<file path="src/rtl/fifo_pkg.sv">
// Shared definitions for the async FIFO pointer controllers: side select
// and Gray/binary conversion helpers.
package fifo_pkg;

  typedef enum logic {
    PTR_WR = 1'b0,
    PTR_RD = 1'b1
  } ptr_mode_e;

  // Widest pointer supported (ADDR_W up to 8, plus the wrap bit).
  localparam int unsigned PTR_MAX_W = 9;

  // Both conversions are width-agnostic when the operand is zero-extended:
  // callers cast in at PTR_MAX_W and truncate the result to their width.
  function automatic logic [PTR_MAX_W-1:0] bin2gray(input logic [PTR_MAX_W-1:0] b);
    return b ^ (b >> 1);
  endfunction

  function automatic logic [PTR_MAX_W-1:0] gray2bin(input logic [PTR_MAX_W-1:0] g);
    logic [PTR_MAX_W-1:0] b;
    b = g;
    for (int unsigned i = 1; i < PTR_MAX_W; i++) begin
      b = b ^ (g >> i);
    end
    return b;
  endfunction

endpackage

</file>
<file path="src/rtl/ptr_sync.sv">
// Multi-stage flip-flop synchroniser for a Gray pointer crossing in from
// the other clock domain; rst clears every stage.
module ptr_sync #(
  parameter int unsigned WIDTH  = 4,
  parameter int unsigned STAGES = 2
) (
  input  logic             clck,
  input  logic             rst,
  input  logic [WIDTH-1:0] d,
  output logic [WIDTH-1:0] q
);

  logic [STAGES-1:0][WIDTH-1:0] stg;

  always_ff @(posedge clck) begin
    if (rst) begin
      stg <= '0;
    end else begin
      stg <= {stg[STAGES-2:0], d};
    end
  end

  assign q = stg[STAGES-1];

endmodule

</file>
<file path="src/rtl/fifo_ptr_ctrl.sv">
// Async FIFO pointer controller for one side (MODE 0 = write/full,
// MODE 1 = read/empty). Optional almost flag under FIFO_PTR_ALMOST_EN.
module fifo_ptr_ctrl
  import fifo_pkg::*;
#(
  parameter int unsigned ADDR_W      = 3,
  parameter int unsigned SYNC_STAGES = 2,
  parameter int unsigned MODE        = 0
`ifdef FIFO_PTR_ALMOST_EN
  , parameter int unsigned ALMOST_TH = 1
`endif
) (
  input  logic            clck,
  input  logic            rst,
  input  logic            inc,
  input  logic [ADDR_W:0] rmt_gray,
  output logic [ADDR_W:0] ptr_gray,
  output logic [ADDR_W-1:0] addr,
  output logic            flag,
  output logic [ADDR_W:0] level
`ifdef FIFO_PTR_ALMOST_EN
  , output logic          almost
`endif
);

  localparam int unsigned PW       = ADDR_W + 1;
  localparam ptr_mode_e   SIDE     = (MODE == 0) ? PTR_WR : PTR_RD;
  localparam logic        FLAG_RST = (SIDE == PTR_RD);

  logic [ADDR_W:0] bin_q;
  logic [ADDR_W:0] bin_nx;
  logic [ADDR_W:0] gray_nx;
  logic [ADDR_W:0] rmt_sync;
  logic [ADDR_W:0] rmt_bin;
  logic [ADDR_W:0] level_nx;
  logic            flag_nx;

  ptr_sync #(
    .WIDTH  (PW),
    .STAGES (SYNC_STAGES)
  ) u_sync (
    .clck (clck),
    .rst  (rst),
    .d    (rmt_gray),
    .q    (rmt_sync)
  );

  // Flag and level are derived from the next-state pointer so they are
  // registered in the same cycle as ptr_gray/addr.
  always_comb begin
    bin_nx   = bin_q + {{ADDR_W{1'b0}}, inc & ~flag};
    gray_nx  = PW'(bin2gray(PTR_MAX_W'(bin_nx)));
    rmt_bin  = PW'(gray2bin(PTR_MAX_W'(rmt_sync)));
    flag_nx  = 1'b0;
    level_nx = '0;
    if (SIDE == PTR_WR) begin
      flag_nx  = (gray_nx == {~rmt_sync[ADDR_W -: 2], rmt_sync[ADDR_W-2:0]});
      level_nx = bin_nx - rmt_bin;
    end else begin
      flag_nx  = (gray_nx == rmt_sync);
      level_nx = rmt_bin - bin_nx;
    end
  end

  always_ff @(posedge clck) begin
    if (rst) begin
      bin_q    <= '0;
      ptr_gray <= '0;
      addr     <= '0;
      level    <= '0;
      flag     <= FLAG_RST;
    end else begin
      bin_q    <= bin_nx;
      ptr_gray <= gray_nx;
      addr     <= bin_nx[ADDR_W-1:0];
      level    <= level_nx;
      flag     <= flag_nx;
    end
  end

`ifdef FIFO_PTR_ALMOST_EN
  localparam logic [ADDR_W:0] ALMOST_HI = PW'((1 << ADDR_W) - ALMOST_TH);
  localparam logic [ADDR_W:0] ALMOST_LO = PW'(ALMOST_TH);

  always_ff @(posedge clck) begin
    if (rst) begin
      almost <= FLAG_RST;
    end else if (SIDE == PTR_WR) begin
      almost <= (level_nx >= ALMOST_HI);
    end else begin
      almost <= (level_nx <= ALMOST_LO);
    end
  end
`endif

endmodule

</file>
<file path="config.mk">
export PLATFORM = sky130hd
export DESIGN_NAME = fifo_ptr_ctrl
export DESIGN_NICKNAME = d
export VERILOG_FILES = /design/src/rtl/fifo_pkg.sv /design/src/rtl/ptr_sync.sv /design/src/rtl/fifo_ptr_ctrl.sv
export SDC_FILE = /design/constraint.sdc
export NUM_CORES = 1
export LEC_CHECK = 0
export CAP_MARGIN = 25
export CORE_MARGIN = 4
export CORE_UTILIZATION = 43
export CTS_CLUSTER_SIZE = 16
export DETAILED_ROUTE_END_ITERATION = 16
export PLACE_DENSITY_LB_ADDON = 0.15
export SYNTH_ARGS = -nofsm -noshare
export SYNTH_HDL_FRONTEND = slang
export SYNTH_SLANG_ARGS = --single-unit
</file>
<file path="constraint.sdc">
create_clock -name clck -period 2.38 [get_ports clck]
set_input_delay 0.357 -clock clck [delete_from_list [all_inputs] [get_ports clck]]
set_output_delay 0.357 -clock clck [all_outputs]
set_load 0.01 [all_outputs]
</file>
==> impl_results.md, run 1 <==
* VDD IR max at about 500 uV
* Multi-input logic area at between 400 and 500 sq um
* Pin count of the biggest net entering global routing at 12
* Smallest hold slack at between 400 and 500 ps
* WP data required at 2580 ps
* Post-Synthesis Cell Area at 843.3 sq um
* Vias at 575
* Die W at 52.29 microns
* Vias/cell at between 4 and 5
* Crit path kind: in2reg
* Port Buffers at 18
* WHS Endpoint: u_sync.q[3]
* Final core utilization at around 65%
* Crit path DAT at 2550 ps
* Cells after Synth at 77
* ANT nets after route at 0
* FF-to-FF End: level[3]
* Actual slew at the worst max-slew pin at approximately 380 ps
* Sw power at between 0.00015 and 0.0002 W
* Final nets at approximately 120
* Pwr Density at 662.3 mW/mm^2
* Synth unique cells at 19
* Commonest non-fill, non-tap cell in the layout: dfxtp_1
* Combinational share of power at 25.6%
* Drt first pass iters at 4
* Full die area at 0.002734 sq mm
* DIE HEIGHT at about 52 microns
* Setup violators final at 0
* R2R cell count at 8
* Fmax at 0.4264 GHz
* Final setup margin at between 30 and 40 ps
* Initial antenna violation count at 0
* Clock latency on the worst-skew pair at about 300 ps
* Pre-CTS WS at -334.5 ps
* Final WL at 1.415 mm
* Diode count at 0
* Hold buffers post-CTS at 0
* Core Area at about 0.0018 sq mm
* Int Pwr at 0.0005765 W
* # IOs at 19
* Worst slew margin at around 74%
* Post-synth top area share at 47.48%
* Area Overhead vs Synth at 38.28%
* TritonCTS Sinks at 20
* Register area at 400.4 sq um
* WL per Instance at about 11 microns
* Syn Area/Cell at about 11 sq um
* Post-detail-place hpwl at between 1 and 1.5 mm
* Drt drc at 0
* CTS Root Cell: clkbuf_4
* Sequential share of power at 48.8%
* Grt total ovfl at 0
* Syn_nets at 90
* Fillers at 156
* Site Rows at 15
* Lkg Pwr at slightly below 0.5 nW
* Worst Hold Launch: u_sync.stg[3]
* Reg clk slew, reported paths at about 110 ps
* CTS Buf Count at 3
* First-pass GRT wire length at approximately 2.4 mm
* Total GRT Usage at between 10 and 15%
* Status: complete, no violations
* Area leader, netlist: dfxtp_1
* Fin. Hold Viols at 0
* Clk_skew at between 1.5 and 2 ps
* Placer Congestion at approximately 0.78
* Commonest non-fill, non-tap cells in the layout: dfxtp_1, clkdlybuf4s50_1, nor2b_1
* Detailed Route Iter0 Violations at 1
* Tmin final at 2345 ps
* #FFs+latches synth at 20
* Vias in the first global route at 600
* Clk pwr share at between 20% and 30%
* Initial core utilization at 47.30%
* Hold Path Stages at 1
* Worst hold path type: reg2reg
* Final Max Tran Viols at 0
* TNS Setup at 0 ps
* Switch share at roughly a quarter
* CTS tree: done
* Register area share after synthesis at 47.48%
* Largest cells by area after synthesis: dfxtp_1, xnor2_1, ha_1, nor2b_1, nor2_1
* Critical path launch point type: primary input
* Worst reg-to-reg setup slack at 200 ps
* MaxCap Viol Count at 0
* Share of cells above drive strength 1 at 16.35%
* Worst Path Max Fanout at 3
* Clock tree buffer depth at 2
* Synth warn at 0
* H-Tree Level Count at 1
* Tcrit/Tclk final at ~100%
* Reg2reg start: flag
* CP Capture Type: register
[worst max-delay path: stages]
cell             delay [ps]
clkdlybuf4s50_1         460
nor2b_4                 150
ha_2                    190
ha_4                    140
xor2_2                  160
ha_1                    270
nor3b_1                 150
a311oi_1                310
mux2_2                  370
[kinds of logic after synthesis]
kind of cell	count (synthesis)	share of synthesized area [%]
DFF	20	47.48
muxes	1	1.335
AOI/OAI and AO/OA	3	2.820
adders and majority gates	6	8.902
xor gates and xnor gates	16	20.18
and+or+nand+nor	27	17.51
buffers and inverters	4	1.781
[Yosys cell counts]
library cell,number
a21boi_0,1
a311oi_1,1
and2_1,1
and3_1,1
and4b_1,1
clkbuf_1,2
dfxtp_1,20
ha_1,6
inv_1,2
mux2_2,1
nor2_1,10
nor2b_1,12
nor3_1,1
nor3b_1,1
o21bai_1,1
xnor2_1,10
xnor3_1,1
xor2_1,4
xor3_2,1
[timing repair]
item / 4_1_cts / 5_1_grt
setup endpoints to repair: 1 / 1
pin swaps: 1 / 2
setup buffers: 0 / 1
gates resized for setup: 0 / 6
[area by class of cell]
type                       count  share of cell area [%]
tap                           25                   2.682
inverter                       2                  0.6438
multi-input combinational     53                   39.27
sequential                    20                   34.33
timing repair buffer          25                   19.96
clock buffer                   4                   3.112
[registers in the layout, summed over array words and instances (netlist names)]
| signal | flops |
|---|---|
| level | 4 |
| bin_q | 3 |
| ptr_gray | 4 |
| flag | 1 |
| u_sync.stg | 4 |
| u_sync.q | 4 |
[per-stage QoR]
step,instance area (sq um),power [W],cells
after floorplan,843.3,0.0004923,77
after global placement,1092,0.0005745,124
after detailed placement,1092,0.0005744,124
after CTS,1129,0.0007725,128
after global routing,1166,0.0008201,129
final,1166,0.0007724,129
[how the worst max path moves through the flow]
| stage | from | to | slack, ps | cells after the start |
|---|---|---|---|---|
| final | inc | level[3] | 30 | 9 |
| after detailed placement | inc | level[3] | -330 | 9 |
| after global placement | inc | level[3] | -310 | 9 |
| after CTS | inc | level[3] | 10 | 9 |
| after global routing | inc | level[3] | -3 | 9 |
| after floorplan | inc | level[3] | 60 | 8 |
[power groups by stage]
| stage | Clock (W) | Sequential (W) | Combinational (W) |
|---|---|---|---|
| detailed placement | 0 | 0.000383 | 0.000191 |
| CTS | 0.000203 | 0.000377 | 0.000193 |
| global route | 0.000217 | 0.000382 | 0.000221 |
| floorplan | 0 | 0.000395 | 0.0000972 |
| finish | 0.000197 | 0.000377 | 0.000198 |
| global placement | 0 | 0.000384 | 0.000191 |
[routing by layer]
metal  up-vias  part of all wire, %  wire length [microns]  track usage (%)
met3         2                  5.0                     71            3.419
met5         -                    0                      0                0
met4         0                  1.2                     17            8.936
met1       260                   46                    653            13.41
met2        14                   48                    673            20.87
li1        299                    -                      -                -
(Power assumes the default switching activity.)
==> run 2: changes to the inputs <==
--- a/config.mk
+++ b/config.mk
@@ -11,6 +11,7 @@
 export CTS_CLUSTER_SIZE = 16
 export DETAILED_ROUTE_END_ITERATION = 16
 export PLACE_DENSITY_LB_ADDON = 0.15
+export SKIP_CTS_REPAIR_TIMING = 1
 export SYNTH_ARGS = -nofsm -noshare
 export SYNTH_HDL_FRONTEND = slang
 export SYNTH_SLANG_ARGS = --single-unit
==> impl_results.md, run 2 (synthesis gave the netlist of run 1 again) <==
* Final Non-Filler Cells at 128 (-0.78%)
* Area Overhead vs Synth at 35.31%
* Final Max Tran Viols at 0 (unchanged)
* Post-Place Cell Area at 0.001092 sq mm (unchanged)
* Setup violators final at 0 (unchanged)
* Status: complete, no violations
* Total GRT Usage at 12.51% (unchanged)
* Critical path's slowest cell: clkdlybuf4s50_1
* Critical path launch point: inc
* Actual slew at the worst max-slew pin at 387.2 ps (+5.466 ps)
* First-pass GRT wire length at 2.428 mm (unchanged)
* Initial core utilization at 47.30% (unchanged)
* Design Area, Final at 0.001141 sq mm (-2.1%)
* Clock latency on the worst-skew pair at 300 ps (about the same)
* Tcrit/Tclk final at 96.35% (-2.2 points)
* Crit-path most repeated cell: ha_1
* Critical path launch point type: primary input
* Port Buffers at 18 (unchanged)
* Core Area at 0.001783 sq mm (unchanged)
* Crit path kind: in2reg
* VDD IR max at 493.0 uV (-1.5%)
* TritonCTS Sinks at 20 (unchanged)
* Vias at 581 (+1.0%)
* Final WL at 1.397 mm (-1.3%)
* Reg2reg start: flag
* MaxCap Viol Count at 0 (unchanged)
* Site Rows at 15 (unchanged)
* Pin count of the biggest net entering global routing at 12 (unchanged)
* Share of cells above drive strength 1 at 14.56% (-1.8 points)
* Worst path buffer plus inverter count at 1 (unchanged)
* CTS tree: done
* Vias/cell at 4.539 (+1.8%)
* Grt total ovfl at 0 (unchanged)
* Full die area at 0.002734 sq mm (unchanged)
* Drt first pass iters at 4 (unchanged)
* Total power at 0.0007663 W (-0.79%)
* Cell Chain, Critical Path: clkdlybuf4s50_1 > nor2b_2 > ha_1 > ha_2 > xor2_2 > ha_1 > nor3b_1 > a311oi_1 > mux2_2
* Crit path DAT at 2500 ps (-50 ps)
* Placer Congestion at 0.7783 (unchanged)
* DP Cell Count at 124 (unchanged)
* Vias in the first global route at 600 (unchanged)
* Slowest stage delay, CP at 450 ps (about the same)
* Clock tree buffer depth at 2 (unchanged)
* Initial antenna violation count at 0 (unchanged)
* # IOs at 19 (unchanged)
* CP Capture Type: register
* Commonest non-fill, non-tap cells in the layout: dfxtp_1, clkdlybuf4s50_1, nor2b_1
* Reg clk slew, reported paths at 110 ps (about the same)
* Detailed Route Iter0 Violations at 1 (unchanged)
* TNS Setup at 0 ps (unchanged)
* Die W at 52.29 microns (unchanged)
* ANT nets after route at 0 (unchanged)
* Worst hold path type: reg2reg
* Fin. Hold Viols at 0 (unchanged)
* DIE HEIGHT at 52.29 microns (unchanged)
* Fmax at 0.4361 GHz (+2.3%)
* WL per Instance at 10.91 microns (-0.50%)
* Pwr Density at 671.5 mW/mm^2 (+1.4%)
* Lkg Pwr at 0.4808 nW (-1.6%)
* Worst slew margin at 74.10% (-0.37 points)
* CTS Buf Count at 3 (unchanged)
* Fillers at 160 (+2.6%)
* CP top delay family: adder cells
* WP data required at 2580 ps (about the same)
* Commonest non-fill, non-tap cell in the layout: dfxtp_1
* Diode count at 0 (unchanged)
* H-Tree Level Count at 1 (unchanged)
* Post-detail-place hpwl at 1.027 mm (unchanged)
* Tmin final at 2293 ps (-52.15 ps)
* Clk_skew at 1.190 ps (-0.3265 ps)
* Drt drc at 0 (unchanged)
* CTS Root Cell: clkbuf_4
* Smallest hold slack at 454.5 ps (-0.07300 ps)
* Worst Hold Launch: u_sync.stg[3]
* Worst Path Max Fanout at 3 (unchanged)
* Final nets at 117 (-0.85%)
-- run 2: where the power goes --
| part | switching (W) | leakage (nW) | total [W] | internal (W) |
|---|---|---|---|---|
| Sequential | 0.0000122 | 0.165 | 0.000376 | 0.000364 |
| Combinational | 0.0000771 | 0.295 | 0.000191 | 0.000114 |
| Clock | 0.000105 | 0.0210 | 0.000198 | 0.0000934 |
| Total | 0.000194 | 0.481 | 0.000766 | 0.000572 |
-- run 2: worst paths after layout --
kind	endpoint	slack [ps]	depth (start not counted)
max reg2reg	level[3]	270	8
min reg2reg	u_sync.q[3]	450	1
max	level[3]	90	9
min	u_sync.q[3]	450	1
-- run 2: area by class of cell --
type	count	area, sq um	area share, %
clock buffer	4	36.28	3.180
inverter	2	7.507	0.6579
multi-input combinational	53	440.4	38.60
sequential	20	400.4	35.09
tap	25	31.28	2.741
timing repair buffer	24	225.2	19.74
-- run 2: worst register-to-register path, delay by kind of cell (launching register included) --
family	cells	cell delay (ps)
and+or+nand+nor	2	280
adders and majority gates	3	630
muxes	1	370
AOI/OAI and AO/OA	1	230
DFF	1	350
xor gates and xnor gates	1	160
-- run 2: metal layers --
layer  global-route usage [%]  part of all wire [%]  vias to the layer above
met5                        0                     0                        -
met4                    8.936                   2.9                        0
met3                    3.419                   6.2                        5
met2                    20.87                    46                       17
met1                    13.41                    45                      263
li1                         -                     -                      296
-- run 2: stage by stage --
stage / worst slack (ps) / utilization, %
after floorplan: 61.68 / -
after detailed placement: -334.5 / 61.26
after CTS: -29.91 / 63.30
after global routing: -16.35 / 64.00
after global placement: -306.7 / 61.26
final: 86.84 / 64.00
==> run 3: changes to the inputs <==
--- a/config.mk
+++ b/config.mk
@@ -14,4 +14,5 @@
 export SKIP_CTS_REPAIR_TIMING = 1
 export SYNTH_ARGS = -nofsm -noshare
 export SYNTH_HDL_FRONTEND = slang
+export SYNTH_HIERARCHICAL = 1
 export SYNTH_SLANG_ARGS = --single-unit
==> impl_results.md, run 3 <==
* Worst reg-to-reg setup slack at 290 ps (+20 ps)
* Worst Hold Launch: u_sync/stg[0]
* Share of cells above drive strength 1 at 17.14% (+2.6 points)
* Drt drc at 0 (unchanged)
* VDD IR max at 597.2 uV (+21%)
* CTS Root Cell: clkbuf_4
* Worst Path Max Fanout at 3 (unchanged)
* CTS Buf Count at 3 (unchanged)
* Fin. Hold Viols at 0 (unchanged)
* Initial antenna violation count at 0 (unchanged)
* Fmax at 0.4378 GHz (+0.39%)
* Commonest cells post-synth: dfxtp_1, nor2b_1, nor2_1, xnor2_1, ha_1
* Final WL at 1.499 mm (+7.3%)
* Hold Path Stages at 1 (unchanged)
* Slowest stage delay, CP at 460 ps (about the same)
* Cells after Synth at 80 (+3.9%)
* DIE HEIGHT at 52.97 microns (+1.3%)
* Critical path launch point type: primary input
* Area Overhead vs Synth at 37.12%
* Placer Congestion at 0.7517 (-3.4%)
* Worst slew margin at 76.96% (+2.9 points)
* FF-to-FF End: level[3]
* DP Cell Count at 126 (+1.6%)
* MaxCap Viol Count at 0 (unchanged)
* Total GRT Usage at 11.73% (-0.78 points)
* Vias/cell at 4.462 (-1.7%)
* Post-Synthesis Cell Area at 869.6 sq um (+3.1%)
* TritonCTS Sinks at 20 (unchanged)
* Reg2reg start: flag
* Setup violators final at 0 (unchanged)
* Diode count at 0 (unchanged)
* Die W at 52.97 microns (+1.3%)
* Actual slew at the worst max-slew pin at 344.5 ps (-42.68 ps)
* Tcrit/Tclk final at 95.98% (-0.37 points)
* Syn Area/Cell at 10.87 sq um (-0.75%)
* Final nets at 119 (+1.7%)
* Clock latency on the worst-skew pair at 300 ps (about the same)
* Post-detail-place hpwl at 1.116 mm (+8.7%)
* # IOs at 19 (unchanged)
* Commonest non-fill, non-tap cell in the layout: dfxtp_1
* Grt total ovfl at 0 (unchanged)
* Final Non-Filler Cells at 132 (+3.1%)
* #FFs+latches synth at 20 (unchanged)
* Crit path kind: in2reg
* Synth unique cells at 20 (+1)
* Largest cells by area after synthesis: dfxtp_1, xnor2_1, ha_1, nor2b_1, nor2_1
* CTS tree: done
* R2R cell count at 8 (unchanged)
* Final Max Tran Viols at 0 (unchanged)
* Core Area at 0.001942 sq mm (+8.9%)
* Primary FF master, synth: dfxtp_1
* Pwr Density at 711.4 mW/mm^2 (+5.9%)
* Register area share after synthesis at 46.04% (-1.4 points)
* Detailed Route Iter0 Violations at 8 (+7)
* Clk_skew at 8.406 ps (+7.216 ps)
* Design Area, Final at 0.001192 sq mm (+4.5%)
* Worst path buffer plus inverter count at 1 (unchanged)
* CP Capture Type: register
* Drt first pass iters at 2 (-2)
* Synth warn at 6 (+6)
* Most frequent cell after synthesis: dfxtp_1
* Initial core utilization at 44.78% (-2.5 points)
* WP data required at 2580 ps (about the same)
* Tmin final at 2284 ps (-8.891 ps)
* Lkg Pwr at 0.5019 nW (+4.4%)
* Vias in the first global route at 553 (-7.8%)
* Worst hold path type: reg2reg
* Syn_nets at 93 (+3.3%)
* Fillers at 183 (+14%)
* Status: complete, no violations
* Crit path DAT at 2490 ps (about the same)
* Site Rows at 16 (+1)
* Full die area at 0.002806 sq mm (+2.6%)
* Post-synth EDFFs at 0 (unchanged)
* Critical path's slowest cell: clkdlybuf4s50_1
* Reg clk slew, reported paths at 110 ps (about the same)
* First-pass GRT wire length at 2.304 mm (-5.1%)
* CP top delay family: adder cells
* WHS Endpoint: u_sync/q[0]
* Vias at 589 (+1.4%)
* ANT nets after route at 0 (unchanged)
* Pin count of the biggest net entering global routing at 14 (+2)
* Total power at 0.0008483 W (+11%)
* Clock tree buffer depth at 2 (unchanged)
* Post-synthesis async set-or-reset flop share at 0% (unchanged)
* Commonest non-fill, non-tap cells in the layout: dfxtp_1, clkdlybuf4s50_1, nor2b_1
* Port Buffers at 18 (unchanged)
* H-Tree Level Count at 1 (unchanged)
* WL per Instance at 11.36 microns (+4.0%)
* Cell Chain, Critical Path: clkdlybuf4s50_1 > nor2b_4 > ha_2 > ha_4 > xor2_2 > ha_1 > nor3b_1 > a311oi_1 > mux2_2
* Area leader, netlist: dfxtp_1
* Post-Place Cell Area at 0.001095 sq mm (+0.23%)
* Post-synth top area share at 46.04% (-1.4 points)
==> run 3: routing by layer <==
metal / track usage, % / routed length, microns / share of wire [%] / vias up
met5: 0 / 0 / 0 / -
met2: 19.42 / 725 / 48 / 14
met4: 6.383 / 18 / 1.2 / 0
met3: 3.944 / 85 / 5.7 / 4
met1: 13.10 / 669 / 45 / 269
li1: - / - / - / 302
==> run 3: logic make-up (layout without fill, tap and decap cells) <==
logic type      count (synthesis)  after routing  share of synthesized area, %
simple gates                   27             27                         16.98
flops                          20             20                         46.04
xor+xnor                       16             16                         19.57
buf+inv                         7             32                         4.748
fa+ha+maj                       6              6                         8.633
compound gates                  3              3                         2.735
mux                             1              1                         1.295
==> run 3: area by class of cell <==
cell class / instances / area, sq um / share of cell area, %
clock buffer: 3 / 22.52 / 1.889
clock inverter: 1 / 30.03 / 2.518
inverter: 2 / 7.507 / 0.6296
multi-input combinational: 53 / 457.9 / 38.41
sequential: 20 / 400.4 / 33.58
tap: 27 / 33.78 / 2.833
timing repair buffer: 26 / 240.2 / 20.15
==> run 3: metrics by stage <==
| step | hold WS (ps) | TNS (ps) | util, % | worst slack, ps |
|---|---|---|---|---|
| 3_5_place_dp | 428.2 | -353.2 | 56.38 | -353.2 |
| 5_1_grt | 454.7 | -18.04 | 61.40 | -18.04 |
| 2_1_floorplan | 413.8 | 0 | - | 61.68 |
| 6_report | 445.5 | 0 | 61.40 | 95.73 |
| 3_3_place_gp | 418.8 | -293.3 | 56.38 | -293.3 |
| 4_1_cts | 451.4 | -44.24 | 59.09 | -44.24 |
==> run 3: worst max path at each step <==
stage,startpoint,end,cells after the start
global placement,inc,level[3],9
floorplan,inc,level[3],8
finish,inc,level[3],9
CTS,inc,level[3],9
global route,inc,level[3],9
detailed placement,inc,level[3],9
==> run 3: where the power goes <==
group | total, W | switching (W) | internal [W]
logic | 0.000198 | 0.0000806 | 0.000117
registers | 0.000378 | 0.0000134 | 0.000364
clock network | 0.000273 | 0.000102 | 0.000170
total | 0.000848 | 0.000196 | 0.000652
==> variant 1 (settings of run 1) <==
Change the parameter `ADDR_W` from 3 to 5.
--- a/src/rtl/fifo_ptr_ctrl.sv
+++ b/src/rtl/fifo_ptr_ctrl.sv
@@ -3,7 +3,7 @@
 module fifo_ptr_ctrl
   import fifo_pkg::*;
 #(
-  parameter int unsigned ADDR_W      = 3,
+  parameter int unsigned ADDR_W      = 5,
   parameter int unsigned SYNC_STAGES = 2,
   parameter int unsigned MODE        = 0
 `ifdef FIFO_PTR_ALMOST_EN
Ports: changed (resized addr, level, ptr_gray and rmt_gray); port bits go from 19 to 27. The function was not compared with the original's and may differ.
==> variant 1 against run 1 <==
  * The run now ends with setup timing left
  * Synthesized area rose by 68%
  * Routed wire length rose by 110%
  * Sequential cell count rose by 10
  * Setup slack got worse by 490 ps
  * Non-clock buffer count rose by 30
  * Final area rose by 79%
  * Clock skew rose by 6.3 ps
  * Power rose by 63%
==> variant 1: results (changes against run 1) <==
| Metric | Value |
|---|---|
| Worst Setup EP | `level[4]$_SDFF_PP0_` |
| Setup ws final | `-457 ps (-491 ps)` |
| Status | `complete, but fails checks` |
| First-pass GRT wire length | `4890 um (+100%)` |
| Initial drt markers | `35 (+34)` |
| Vias in the first global route | `1099 (+83%)` |
| Vias/cell | `4.71 (+5.6%)` |
| Largest net degree at the start of global routing | `16 (+4)` |
| R2R cell count | `12 (+4)` |
| DPL Wire Length | `2050 um (+99%)` |
| Top cells by instance count after synthesis | `30 x dfxtp_1, 18 x nor2b_1, 15 x nor2_1, 12 x xnor2_1, 11 x xor2_1` |
| Comb power frac | `34.1% (+8.5 points)` |
| Setup Viol. Count Final | `4 (+4)` |
| Post-DR wirelength/cell | `12.3 um (+12%)` |
| Leakage Power | `0.832 nW (+70%)` |
| Worst IR Drop VDD | `0.000466 V (-7.0%)` |
| IO buf count | `26 (+8)` |
| Placed cells | `228 (+84%)` |
| Post-synthesis sequential area ratio | `42.5% (-5.0 points)` |
| Share of layout cells above drive strength 1 | `31.1% (+15 points)` |
| Crit. Startpoint | `u_sync.q[5]$_SDFF_PP0_` |
| Worst-path clk slew | `80 ps (-30 ps)` |
| Clk_lat worst skew | `320 ps (+20 ps)` |
| Relative slew slack | `72.9% (-1.6 points)` |
| Syn_nets | `157 (+74%)` |
| Final net count | `211 (+79%)` |
| Seq pwr share | `44.5% (-4.3 points)` |
| Post-synth cell types | `36 (+17)` |
| Detailed Routing Iterations Pass 1 | `5 (+1)` |
| Violated checks | `setup timing` |
[variant 1: cell types whose count changed after synthesis, sizes merged, moves of 3 or more]
| cell | change |
|---|---|
| a21oi | +4 |
| buf | +4 |
| dfxtp | +10 |
| nand2 | +6 |
| nand3 | +5 |
| nor2 | +5 |
| nor2b | +6 |
| xnor2 | +3 |
| xor2 | +8 |
[variant 1: critical path: stages (launching register included)]
cell and delay, ps:
dfxtp_4 370, xor2_4 190, xnor2_2 240, xor2_2 230, xor2_2 190, xnor2_1 150, ha_2 210, inv_2 40
fa_2 360, a21oi_4 160, nand2_1 90, o221ai_2 160, mux2_2 350
[variant 1: layer usage]
layer / global-route usage [%] / up-vias / wire length (um)
met2: 26.8 / 27 / 1470
met5: 0 / - / 0
li1: - / 569 / -
met4: 5.18 / 0 / 52
met1: 16.2 / 527 / 1250
met3: 5.98 / 7 / 171
[variant 1: cell families after synthesis]
logic type | Yosys count | synth area share (%)
multiplexers | 2 | 1.59
adder cells (fa/ha/maj) | 6 | 5.84
XOR/XNOR | 26 | 18.1
AND/OR/NAND/NOR | 57 | 22.5
flip-flops | 30 | 42.5
buffers and inverters | 10 | 3.63
AO/OA/AOI/OAI | 11 | 5.84
[variant 1: final cells by class]
| cell class | count | area [um2] |
|---|---|---|
| Timing Repair Buffer | 55 | 482 |
| Sequential cell | 30 | 606 |
| Tap cell | 44 | 55.1 |
| Clock buffer | 7 | 45.0 |
| Fill cell | 267 | 1010 |
| Inverter | 2 | 7.51 |
| Multi-Input combinational cell | 102 | 896 |
[variant 1: worst min-delay path by stage]
stage	from	endpoint	slack (ps)	depth (start not counted)
CTS	u_sync.stg[0]$_SDFF_PP0_	u_sync.q[0]$_SDFF_PP0_	440	1
detailed placement	u_sync.stg[0]$_SDFF_PP0_	u_sync.q[0]$_SDFF_PP0_	420	1
global route	u_sync.stg[1]$_SDFF_PP0_	u_sync.q[1]$_SDFF_PP0_	460	1
finish	u_sync.stg[1]$_SDFF_PP0_	u_sync.q[1]$_SDFF_PP0_	440	1
global placement	u_sync.stg[2]$_SDFF_PP0_	u_sync.q[2]$_SDFF_PP0_	420	1
floorplan	u_sync.stg[0]$_SDFF_PP0_	u_sync.q[0]$_SDFF_PP0_	410	1
[variant 1: timing repair]
item	CTS	global route
pin swaps	5	11
resized for setup	12	12
buffers inserted	3	3
endpoints found under the setup margin	5	6
[variant 1: metrics by stage]
step | hold WS [ps] | utilization, % | total power [mW]
final | 441 | 67.4 | 1.26
after global placement | 419 | 60.7 | 0.907
after CTS | 444 | 65.1 | 1.21
after global routing | 462 | 67.4 | 1.35
after detailed placement | 424 | 60.7 | 0.914
after floorplan | 414 | - | 0.765
==> variant 2 (config.mk and constraints of run 1) <==
Made on the original files. Remove the register `level`: a continuous assignment takes its place, so the output `level` follows one clock earlier.
--- a/src/rtl/fifo_ptr_ctrl.sv
+++ b/src/rtl/fifo_ptr_ctrl.sv
@@ -67,16 +67,16 @@
       bin_q    <= '0;
       ptr_gray <= '0;
       addr     <= '0;
-      level    <= '0;
       flag     <= FLAG_RST;
     end else begin
       bin_q    <= bin_nx;
       ptr_gray <= gray_nx;
       addr     <= bin_nx[ADDR_W-1:0];
-      level    <= level_nx;
       flag     <= flag_nx;
     end
   end
+
+  assign level = level_nx;
 
 `ifdef FIFO_PTR_ALMOST_EN
   localparam logic [ADDR_W:0] ALMOST_HI = PW'((1 << ADDR_W) - ALMOST_TH);
Formal check against the unedited RTL: not equivalent (a bounded check fails within 4 cycles, from zero or initial values and one cycle with rst high).
==> variant 2 against run 1 <==
  * The flow now finishes with violations (setup timing)
  * Final area grew 2.1%
  * Cell count shrank 1.6%
  * Power shrank 7.5%
  * Sequential cell count shrank 4
  * First-iteration DRC count grew 100%
  * Setup slack lost 160 ps
  * Routed wire length grew 5.8%
  * Synthesized area shrank 14%
  * Synthesized cell count shrank 12%
  * Clock skew is essentially flat
  * Sequential power shrank 23%
  * Critical path type is now reg2out
  * Largest power group unchanged
==> variant 2: results (changes against run 1) <==
| Metric | Value |
|---|---|
| Detailed Routing Iterations Pass 1 | `2 (-2)` |
| Hold_sp | `u_sync.stg[2]$_SDFF_PP0_` |
| Leakage Power | `0.532 nW (+9.0%)` |
| M3 GR Usage | `3.36% (-0.055 points)` |
| Post-synthesis sequential area ratio | `44.2% (-3.3 points)` |
| Final WL | `1500 um (+5.8%)` |
| Register-to-register setup slack | `570 ps (+370 ps)` |
| Setup ws final | `-125 ps (-160 ps)` |
| Status | `complete, but fails checks` |
| Synth top area cells | `dfxtp_1 44%, xnor2_1 13%, ha_1 10%` |
| Via count | `564 (-1.9%)` |
| Met2 WL | `796 um (+18%)` |
| Hold endpoint | `u_sync.q[2]$_SDFF_PP0_` |
| Routed wl met3 | `70 um (-1.4%)` |
| # resized after CTS | `24 (+24)` |
| Largest net degree at the start of global routing | `11 (-1)` |
| Post-synth cell types | `13 (-6)` |
| Worst Hold Margin | `445 ps (-9.78 ps)` |
| Syn_nets | `81 (-10%)` |
| Crit path max-delay cell type | `dfxtp_2` |
| Synth Area in Compound Gates | `3.11% (+0.29 points)` |
| Setup Viol. Count Final | `1 (+1)` |
| Syn_area_per_cell | `10.7 um2 (-2.7%)` |
| Max Clock Skew | `1.96 ps (+0.447 ps)` |
| Slew @ Worst Pin | `294 ps (-87.6 ps)` |
| Top cells by instance count after synthesis | `16 x dfxtp_1, 11 x nor2b_1, 11 x xnor2_1, 9 x nor2_1` |
| Mux cell area share after synthesis | `0% (-1.3 points)` |
| First-pass GRT wire length | `2500 um (+2.8%)` |
| Critical path startpoint category | `flop` |
| Share of layout cells above drive strength 1 | `38.7% (+22 points)` |
| Clk_lat worst skew | `280 ps (-20 ps)` |
| Placed cell areas | `1050 um2 (-4.0%)` |
| XOR/XNOR share of the synthesized area | `24.0% (+3.8 points)` |
| Max stage delay on crit path | `350 ps (-110 ps)` |
| Violated checks | `setup timing` |
| RePlAce Congestion | `0.691 (-11%)` |
| Vias in the first global route | `585 (-2.5%)` |
| Reg2reg end | `flag$_SDFF_PP0_` |
| Crit path DAT | `2150 ps (-400 ps)` |
| Postcts setup bufs | `5 (+5)` |
| Final TNS setup | `-125 ps (-125 ps)` |
| Worst IR Drop VDD | `0.000389 V (-22%)` |
| Pre-CTS setup slack | `-929 ps (-595 ps)` |
| Worst-path clk slew | `90 ps (-20 ps)` |
| Initial drt markers | `2 (+1)` |
-- variant 2: cell type report --
cell class                      instances  area [um2]
Multi-Input combinational cell         48         468
Fill cell                             115         350
Timing Repair Buffer                   40         332
Sequential cell                        16         324
Clock buffer                            4        36.3
Tap cell                               16        20.0
Inverter                                3        11.3
-- variant 2: cell families after synthesis --
logic type | count (synthesis)
simple gates | 22
xor+xnor | 18
flops | 16
fa+ha+maj | 6
buf+inv | 4
compound gates | 2
-- variant 2: how the worst max path moves through the flow --
stage	endpoint	slack, ps	cells past startpoint
final	level[3]	-130	9
after global routing	level[3]	-250	9
after CTS	level[3]	-150	9
after detailed placement	level[3]	-930	10
after global placement	level[3]	-890	10
after floorplan	level[3]	40	8
-- variant 2: report_power, final --
group / leakage [nW] / internal [mW] / switching, mW
clock: 0.0210 / 0.0929 / 0.0818
sequential: 0.133 / 0.283 / 0.00778
combinational: 0.379 / 0.143 / 0.106
